<file path="src/rtl/satarx_framer_wide.sv">
// satarx_framer_wide: SATA receive framer with NW-dword output beats.
// Strips SOF/EOF framing from the 33-bit link word stream (bit 32 = primitive
// flag). Provides CONT junk suppression, HOLD transparency, a maximum frame
// length abort and a DROP state. There is no backpressure on either side.
// Optional build macro SATARX_FRAMER_STATS_EN adds saturating frame and
// abort counters (o_frame_count, o_abort_count).
//
// state  | meaning
// IDLE   | between frames, data words ignored, waiting for SOF
// DATA   | inside a frame, collecting payload dwords
// DROP   | frame overflowed, data ignored until SOF (or WTRM/SYNC/abort)
module satarx_framer_wide #(
    parameter int          NW           = 2,
    parameter int          MAX_WORDS    = 2049,
    parameter logic [32:0] P_SOF        = 33'h1_7cb5_3737,
    parameter logic [32:0] P_EOF        = 33'h1_7cb5_d5d5,
    parameter logic [32:0] P_WTRM       = 33'h1_7cb5_5858,
    parameter logic [32:0] P_SYNC       = 33'h1_7c95_b5b5,
    parameter logic [32:0] P_HOLD       = 33'h1_7caa_d5d5,
    parameter logic [32:0] P_CONT       = 33'h1_7caa_9999,
    parameter bit          OPT_LOWPOWER = 1'b0
) (
    input  logic              S_AXI_ACLK,
    input  logic              S_AXI_ARESETN,
    input  logic              S_AXIS_TVALID,
    input  logic [32:0]       S_AXIS_TDATA,
    input  logic              S_AXIS_TABORT,
    output logic              M_AXIS_TVALID,
    output logic [32*NW-1:0]  M_AXIS_TDATA,
    output logic [NW-1:0]     M_AXIS_TKEEP,
    output logic              M_AXIS_TLAST,
    output logic              M_AXIS_TABORT
`ifdef SATARX_FRAMER_STATS_EN
    ,
    output logic [15:0]       o_frame_count,
    output logic [15:0]       o_abort_count
`endif
);

    localparam int KW = (NW > 1) ? $clog2(NW) : 1;
    localparam int CW = $clog2(MAX_WORDS + 1);

    typedef enum logic [1:0] {
        S_IDLE,
        S_DATA,
        S_DROP
    } state_t;

    state_t        state;
    logic [31:0]   pending;
    logic          pend_vld;
    logic [31:0]   slot [NW];
    logic [KW-1:0] k;
    logic [CW-1:0] count;
    logic          cont;

    logic              is_prim;
    logic              is_sof;
    logic              is_eof;
    logic              is_stop;
    logic              is_cont;
    logic              is_data;
    logic              in_data;
    logic              has_words;
    logic              k_last;
    logic [32*NW-1:0]  beat_data;
    logic [NW-1:0]     beat_keep;

    // HOLD and unlisted primitives match none of these and fall through as no-ops
    assign is_prim   = S_AXIS_TVALID && S_AXIS_TDATA[32];
    assign is_sof    = S_AXIS_TVALID && (S_AXIS_TDATA == P_SOF);
    assign is_eof    = S_AXIS_TVALID && (S_AXIS_TDATA == P_EOF);
    assign is_stop   = S_AXIS_TVALID && ((S_AXIS_TDATA == P_WTRM) || (S_AXIS_TDATA == P_SYNC));
    assign is_cont   = S_AXIS_TVALID && (S_AXIS_TDATA == P_CONT);
    assign is_data   = S_AXIS_TVALID && !S_AXIS_TDATA[32];
    assign in_data   = (state == S_DATA);
    assign has_words = (count != '0);
    assign k_last    = (k == KW'(NW - 1));

    // Beat contents if emitted now: filled slots below k, then the held-back word at k
    always_comb begin
        beat_data = '0;
        beat_keep = '0;
        for (int j = 0; j < NW; j++) begin
            if (KW'(j) < k) begin
                beat_data[32*j +: 32] = slot[j];
                beat_keep[j]          = 1'b1;
            end else if (KW'(j) == k) begin
                beat_data[32*j +: 32] = pending;
                beat_keep[j]          = 1'b1;
            end
        end
    end

    // Framer state machine with registered beat/abort outputs
    always_ff @(posedge S_AXI_ACLK or negedge S_AXI_ARESETN) begin
        if (!S_AXI_ARESETN) begin
            state         <= S_IDLE;
            pending       <= '0;
            pend_vld      <= 1'b0;
            k             <= '0;
            count         <= '0;
            cont          <= 1'b0;
            for (int j = 0; j < NW; j++) slot[j] <= '0;
            M_AXIS_TVALID <= 1'b0;
            M_AXIS_TDATA  <= '0;
            M_AXIS_TKEEP  <= '0;
            M_AXIS_TLAST  <= 1'b0;
            M_AXIS_TABORT <= 1'b0;
        end else begin
            M_AXIS_TVALID <= 1'b0;
            M_AXIS_TLAST  <= 1'b0;
            M_AXIS_TABORT <= 1'b0;
            if (OPT_LOWPOWER) begin
                M_AXIS_TDATA <= '0;
                M_AXIS_TKEEP <= '0;
            end

            if (S_AXIS_TABORT) begin
                if (in_data && has_words) M_AXIS_TABORT <= 1'b1;
                state    <= S_IDLE;
                pend_vld <= 1'b0;
                k        <= '0;
                count    <= '0;
                cont     <= 1'b0;
            end else if (is_sof) begin
                // A new SOF restarts collection; an unfinished frame is aborted
                if (in_data && has_words) M_AXIS_TABORT <= 1'b1;
                state    <= S_DATA;
                pend_vld <= 1'b0;
                k        <= '0;
                count    <= '0;
                cont     <= 1'b0;
            end else if (is_stop) begin
                if (in_data && has_words) M_AXIS_TABORT <= 1'b1;
                state    <= S_IDLE;
                pend_vld <= 1'b0;
                k        <= '0;
                count    <= '0;
                cont     <= 1'b0;
            end else if (is_prim) begin
                cont <= is_cont;
                if (in_data && is_eof) begin
                    // The held-back word guarantees the last beat is never empty
                    if (pend_vld) begin
                        M_AXIS_TVALID <= 1'b1;
                        M_AXIS_TLAST  <= 1'b1;
                        M_AXIS_TDATA  <= beat_data;
                        M_AXIS_TKEEP  <= beat_keep;
                    end
                    state    <= S_IDLE;
                    pend_vld <= 1'b0;
                    k        <= '0;
                    count    <= '0;
                end
            end else if (is_data && in_data && !cont) begin
                if (count == CW'(MAX_WORDS)) begin
                    M_AXIS_TABORT <= 1'b1;
                    state         <= S_DROP;
                    pend_vld      <= 1'b0;
                    k             <= '0;
                    count         <= '0;
                end else begin
                    count    <= count + 1'b1;
                    pending  <= S_AXIS_TDATA[31:0];
                    pend_vld <= 1'b1;
                    if (pend_vld) begin
                        slot[k] <= pending;
                        if (k_last) begin
                            M_AXIS_TVALID <= 1'b1;
                            M_AXIS_TDATA  <= beat_data;
                            M_AXIS_TKEEP  <= beat_keep;
                            k             <= '0;
                        end else begin
                            k <= k + 1'b1;
                        end
                    end
                end
            end
        end
    end

`ifdef SATARX_FRAMER_STATS_EN
    // Saturating counters fed from the registered beat/abort outputs
    always_ff @(posedge S_AXI_ACLK or negedge S_AXI_ARESETN) begin
        if (!S_AXI_ARESETN) begin
            o_frame_count <= '0;
            o_abort_count <= '0;
        end else begin
            if (M_AXIS_TVALID && M_AXIS_TLAST && (o_frame_count != 16'hffff))
                o_frame_count <= o_frame_count + 16'd1;
            if (M_AXIS_TABORT && (o_abort_count != 16'hffff))
                o_abort_count <= o_abort_count + 16'd1;
        end
    end
`endif

endmodule

</file>
<file path="config.mk">
export PLATFORM = sky130hd
export DESIGN_NAME = satarx_framer_wide
export DESIGN_NICKNAME = d
export VERILOG_FILES = /design/src/rtl/satarx_framer_wide.sv
export SDC_FILE = /design/constraint.sdc
export NUM_CORES = 1
export LEC_CHECK = 0
export ABC_AREA = 1
export CORE_MARGIN = 5
export CORE_UTILIZATION = 58
export DETAILED_ROUTE_END_ITERATION = 8
export GPL_TIMING_DRIVEN = 0
export PLACE_DENSITY = 0.9
export REMOVE_ABC_BUFFERS = 1
export SLEW_MARGIN = 20
export SYNTH_ARGS = -nofsm -noshare
export SYNTH_HDL_FRONTEND = slang
export SYNTH_SLANG_ARGS = --single-unit
</file>
<file path="constraint.sdc">
create_clock -name S_AXI_ACLK -period 4 [get_ports S_AXI_ACLK]
set_input_delay 0.4 -clock S_AXI_ACLK [delete_from_list [all_inputs] [get_ports S_AXI_ACLK]]
set_output_delay 0.4 -clock S_AXI_ACLK [all_outputs]
set_load 0.03 [all_outputs]
</file>
==> impl_metrics.ini <==
[sta]
relSlewSlack_pct = 41.5
min_period_over_period_pct = 70.8
max_freq_mhz = 353
rsz0062_at_grt = no
min_period_ps = 2830
final_max_slew_viol_count = 0
setup_violations = 0
finClkSkew_ps = 7.64
whs_ps = 469
report.final.hold_viol_count = 0
tightest_slew_ps = 878

[global_routing]
grt_antenna_before_repair = 0
overflow = 0
grt_max_degree = 92
gr-usage-all-layers_pct = 24.2
grt_pass1_vias = 5825
grt_pass1_wl_um = 27700

[detailed_routing]
drc = 0
totalWireLength_um = 16600
viasPerCell = 5.44
drtPass1Iterations = 7
ant_nets = 0
vias = 5967
route.detailed.wl_per_inst_um = 15.1
first_iter_violations = 564

[yosys]
syn_area_sq_um = 7040
synth-edff-count = 0
yosys_warnings = 0
ys_seq_elements = 150
synth-seq-area-share_pct = 53.3
synth.avg_cell_area_sq_um = 8.29
ys.flop_type = dfrtp_1
synth.distinct_cells = 31
synthCells = 849
async_flop_share_pct = 100

[clock_network]
numCtsBuffers = 17
htreeDepth = 4
insertion_delay_ps = 430
post_cts_resized = 0
postCtsSetupRepairBufs = 0
clock_path_buffers = 2
hold_buffers = 1
root_buffer = clkbuf_16
clkSlewWorstSetupHoldPaths_ps = 60
cts_tree = built
cts.sink_count = 150

[run]
cap_violations = 0

[final_layout]
antennaDiodeCount = 0
nFillCells = 810
multi_input_area_sq_um = 2740
syn_to_final_growth_pct = 24.4
fin_cells = 1096
seq_area_sq_um = 3750
layout.nets = 977
drive_above_1_share_pct = 10.3
fin_util_pct = 73.2

[critical_path]
critPathRequiredTime_ps = 4300
end_kind = flop
r2r_start = count[1]
worst_ep_arrival_time_ps = 3130
crit_fanout = 46
path_class = input pin to flop
cp-startpoint = S_AXIS_TDATA[32]
critPathLaunchType = input pin
r2r_end = M_AXIS_TDATA[9]
endpoint = M_AXIS_TDATA[9]
r2r_setup_slack_ps = 1180
r2r_cells = 13

[run_status]
status = complete, no violations

[pwr]
clkPwrFrac_pct = 39.6
share_seq_of_total_power_pct = 41.5
powerDensity_nw_per_um2 = 473
p_switching_uw = 1160
combPwrFrac_pct = 19.0
p_int_uw = 2980
ir_drop_mv = 0.207
p_leak_uw = 0.00396
p_sw_share_pct = 28.1

[worst_hold_path]
hold_class = flop to flop

[floorplan]
die_w_um = 120
start_util_pct = 58.8
io_pins = 106
row_count = 40
die_h_um = 120
coreArea_sq_um = 12000
die_area_sq_um = 14400

[placed_design]
place_inst = 1064
io_buffer_count = 105
dp_hpwl_um = 10900
gp_congestion = 0.874
## layout by cell type (no fill, tap or decap), types with 4 or more instances in the layout
cell type / netlist / final
nand2_1: 277 / 277
dfrtp_1: 150 / 149
clkdlybuf4s50_1: 0 / 104
o21ai_0: 100 / 100
inv_1: 72 / 71
o21ai_1: 54 / 54
nor2_1: 45 / 45
o21ai_2: 26 / 26
nand3_1: 22 / 22
clkbuf_16: 0 / 17
nand2_2: 14 / 14
nand4_1: 11 / 11
inv_2: 10 / 11
clkbuf_8: 0 / 4
## state kept, by name (all words and copies together), names as in the netlist, 2 cells and up
register      flops
pending          32
count            12
state             2
M_AXIS_TKEEP      2
slot             32
M_AXIS_TDATA     64
## power by group through the flow
stage | Clock [uW] | Combinational (uW) | Sequential [uW]
after detailed placement | 0 | 784 | 1740
after floorplan | 0 | 221 | 1930
final | 1640 | 785 | 1720
after global placement | 0 | 757 | 1740
after CTS | 1660 | 793 | 1720
after global routing | 1720 | 846 | 1730
## metal layers
layer / global-route usage (%) / wire length (um) / vias up
met1: 30.3 / 6860 / 2836
met2: 40.5 / 8430 / 190
met5: 0 / 0 / -
li1: - / - / 2903
met4: 11.5 / 440 / 0
met3: 4.52 / 852 / 38
## critical path, stage by stage
cell	delay (ps)
clkdlybuf4s50_1	560
nand2_2	220
nor2_1	160
nand3_1	100
nor2_2	130
a21oi_2	80
inv_2	90
nand4_4	550
buf_12	440
buf_12	210
nand2_1	100
o21ai_2	60
## synth_stat cells, types with 4 or more instances
library cell	n	share of area, %
nand2_1	277	15
buf_2	12	0.85
nand2_2	14	1.2
nand3_1	22	1.6
o21ai_0	100	7.1
nand4_1	11	0.98
inv_1	72	3.8
o21ai_2	26	3.2
inv_2	10	0.53
o21ai_1	54	3.8
nand4_2	4	0.71
dfrtp_1	150	53
buf_6	11	1.8
clkbuf_1	17	0.91
nor2_1	45	2.4
## metrics by stage
step                      setup TNS (ps)  setup slack (ps)  cell area (sq um)  total power [uW]
after global routing                   0               894               8750              4300
after CTS                              0              1170               8750              4170
final                                  0              1170               8750              4140
after floorplan                        0              84.1               6790              2150
after detailed placement               0               756               8130              2530
after global placement           -611650             -3320               8020              2490
## worst min path at each step
stage / from / to / depth (start not counted)
CTS: M_AXIS_TKEEP[0] / M_AXIS_TKEEP[0] / 2
global placement: M_AXIS_TKEEP[0] / M_AXIS_TKEEP[0] / 2
floorplan: S_AXI_ARESETN / M_AXIS_TABORT / 0
global route: M_AXIS_TDATA[7] / M_AXIS_TDATA[7] / 2
finish: M_AXIS_TKEEP[0] / M_AXIS_TKEEP[0] / 2
detailed placement: S_AXI_ARESETN / M_AXIS_TDATA[16] / 1
## area by class of cell
class / instances / area share, %
sequential: 150 / 42.9
inverter: 82 / 3.52
clock buffer: 24 / 5.62
multi-input combinational: 576 / 31.3
timing repair buffer: 110 / 13.2
tap: 147 / 2.10
clock inverter: 7 / 1.37
## logic make-up after synthesis
kind of cell,Yosys count,synth area share [%]
simple gates,386,23.1
compound gates,185,14.8
flops,150,53.3
buf+inv,123,7.96
fa+ha+maj,3,0.533
xor+xnor,2,0.249
Power figures use the tool's default switching activity.
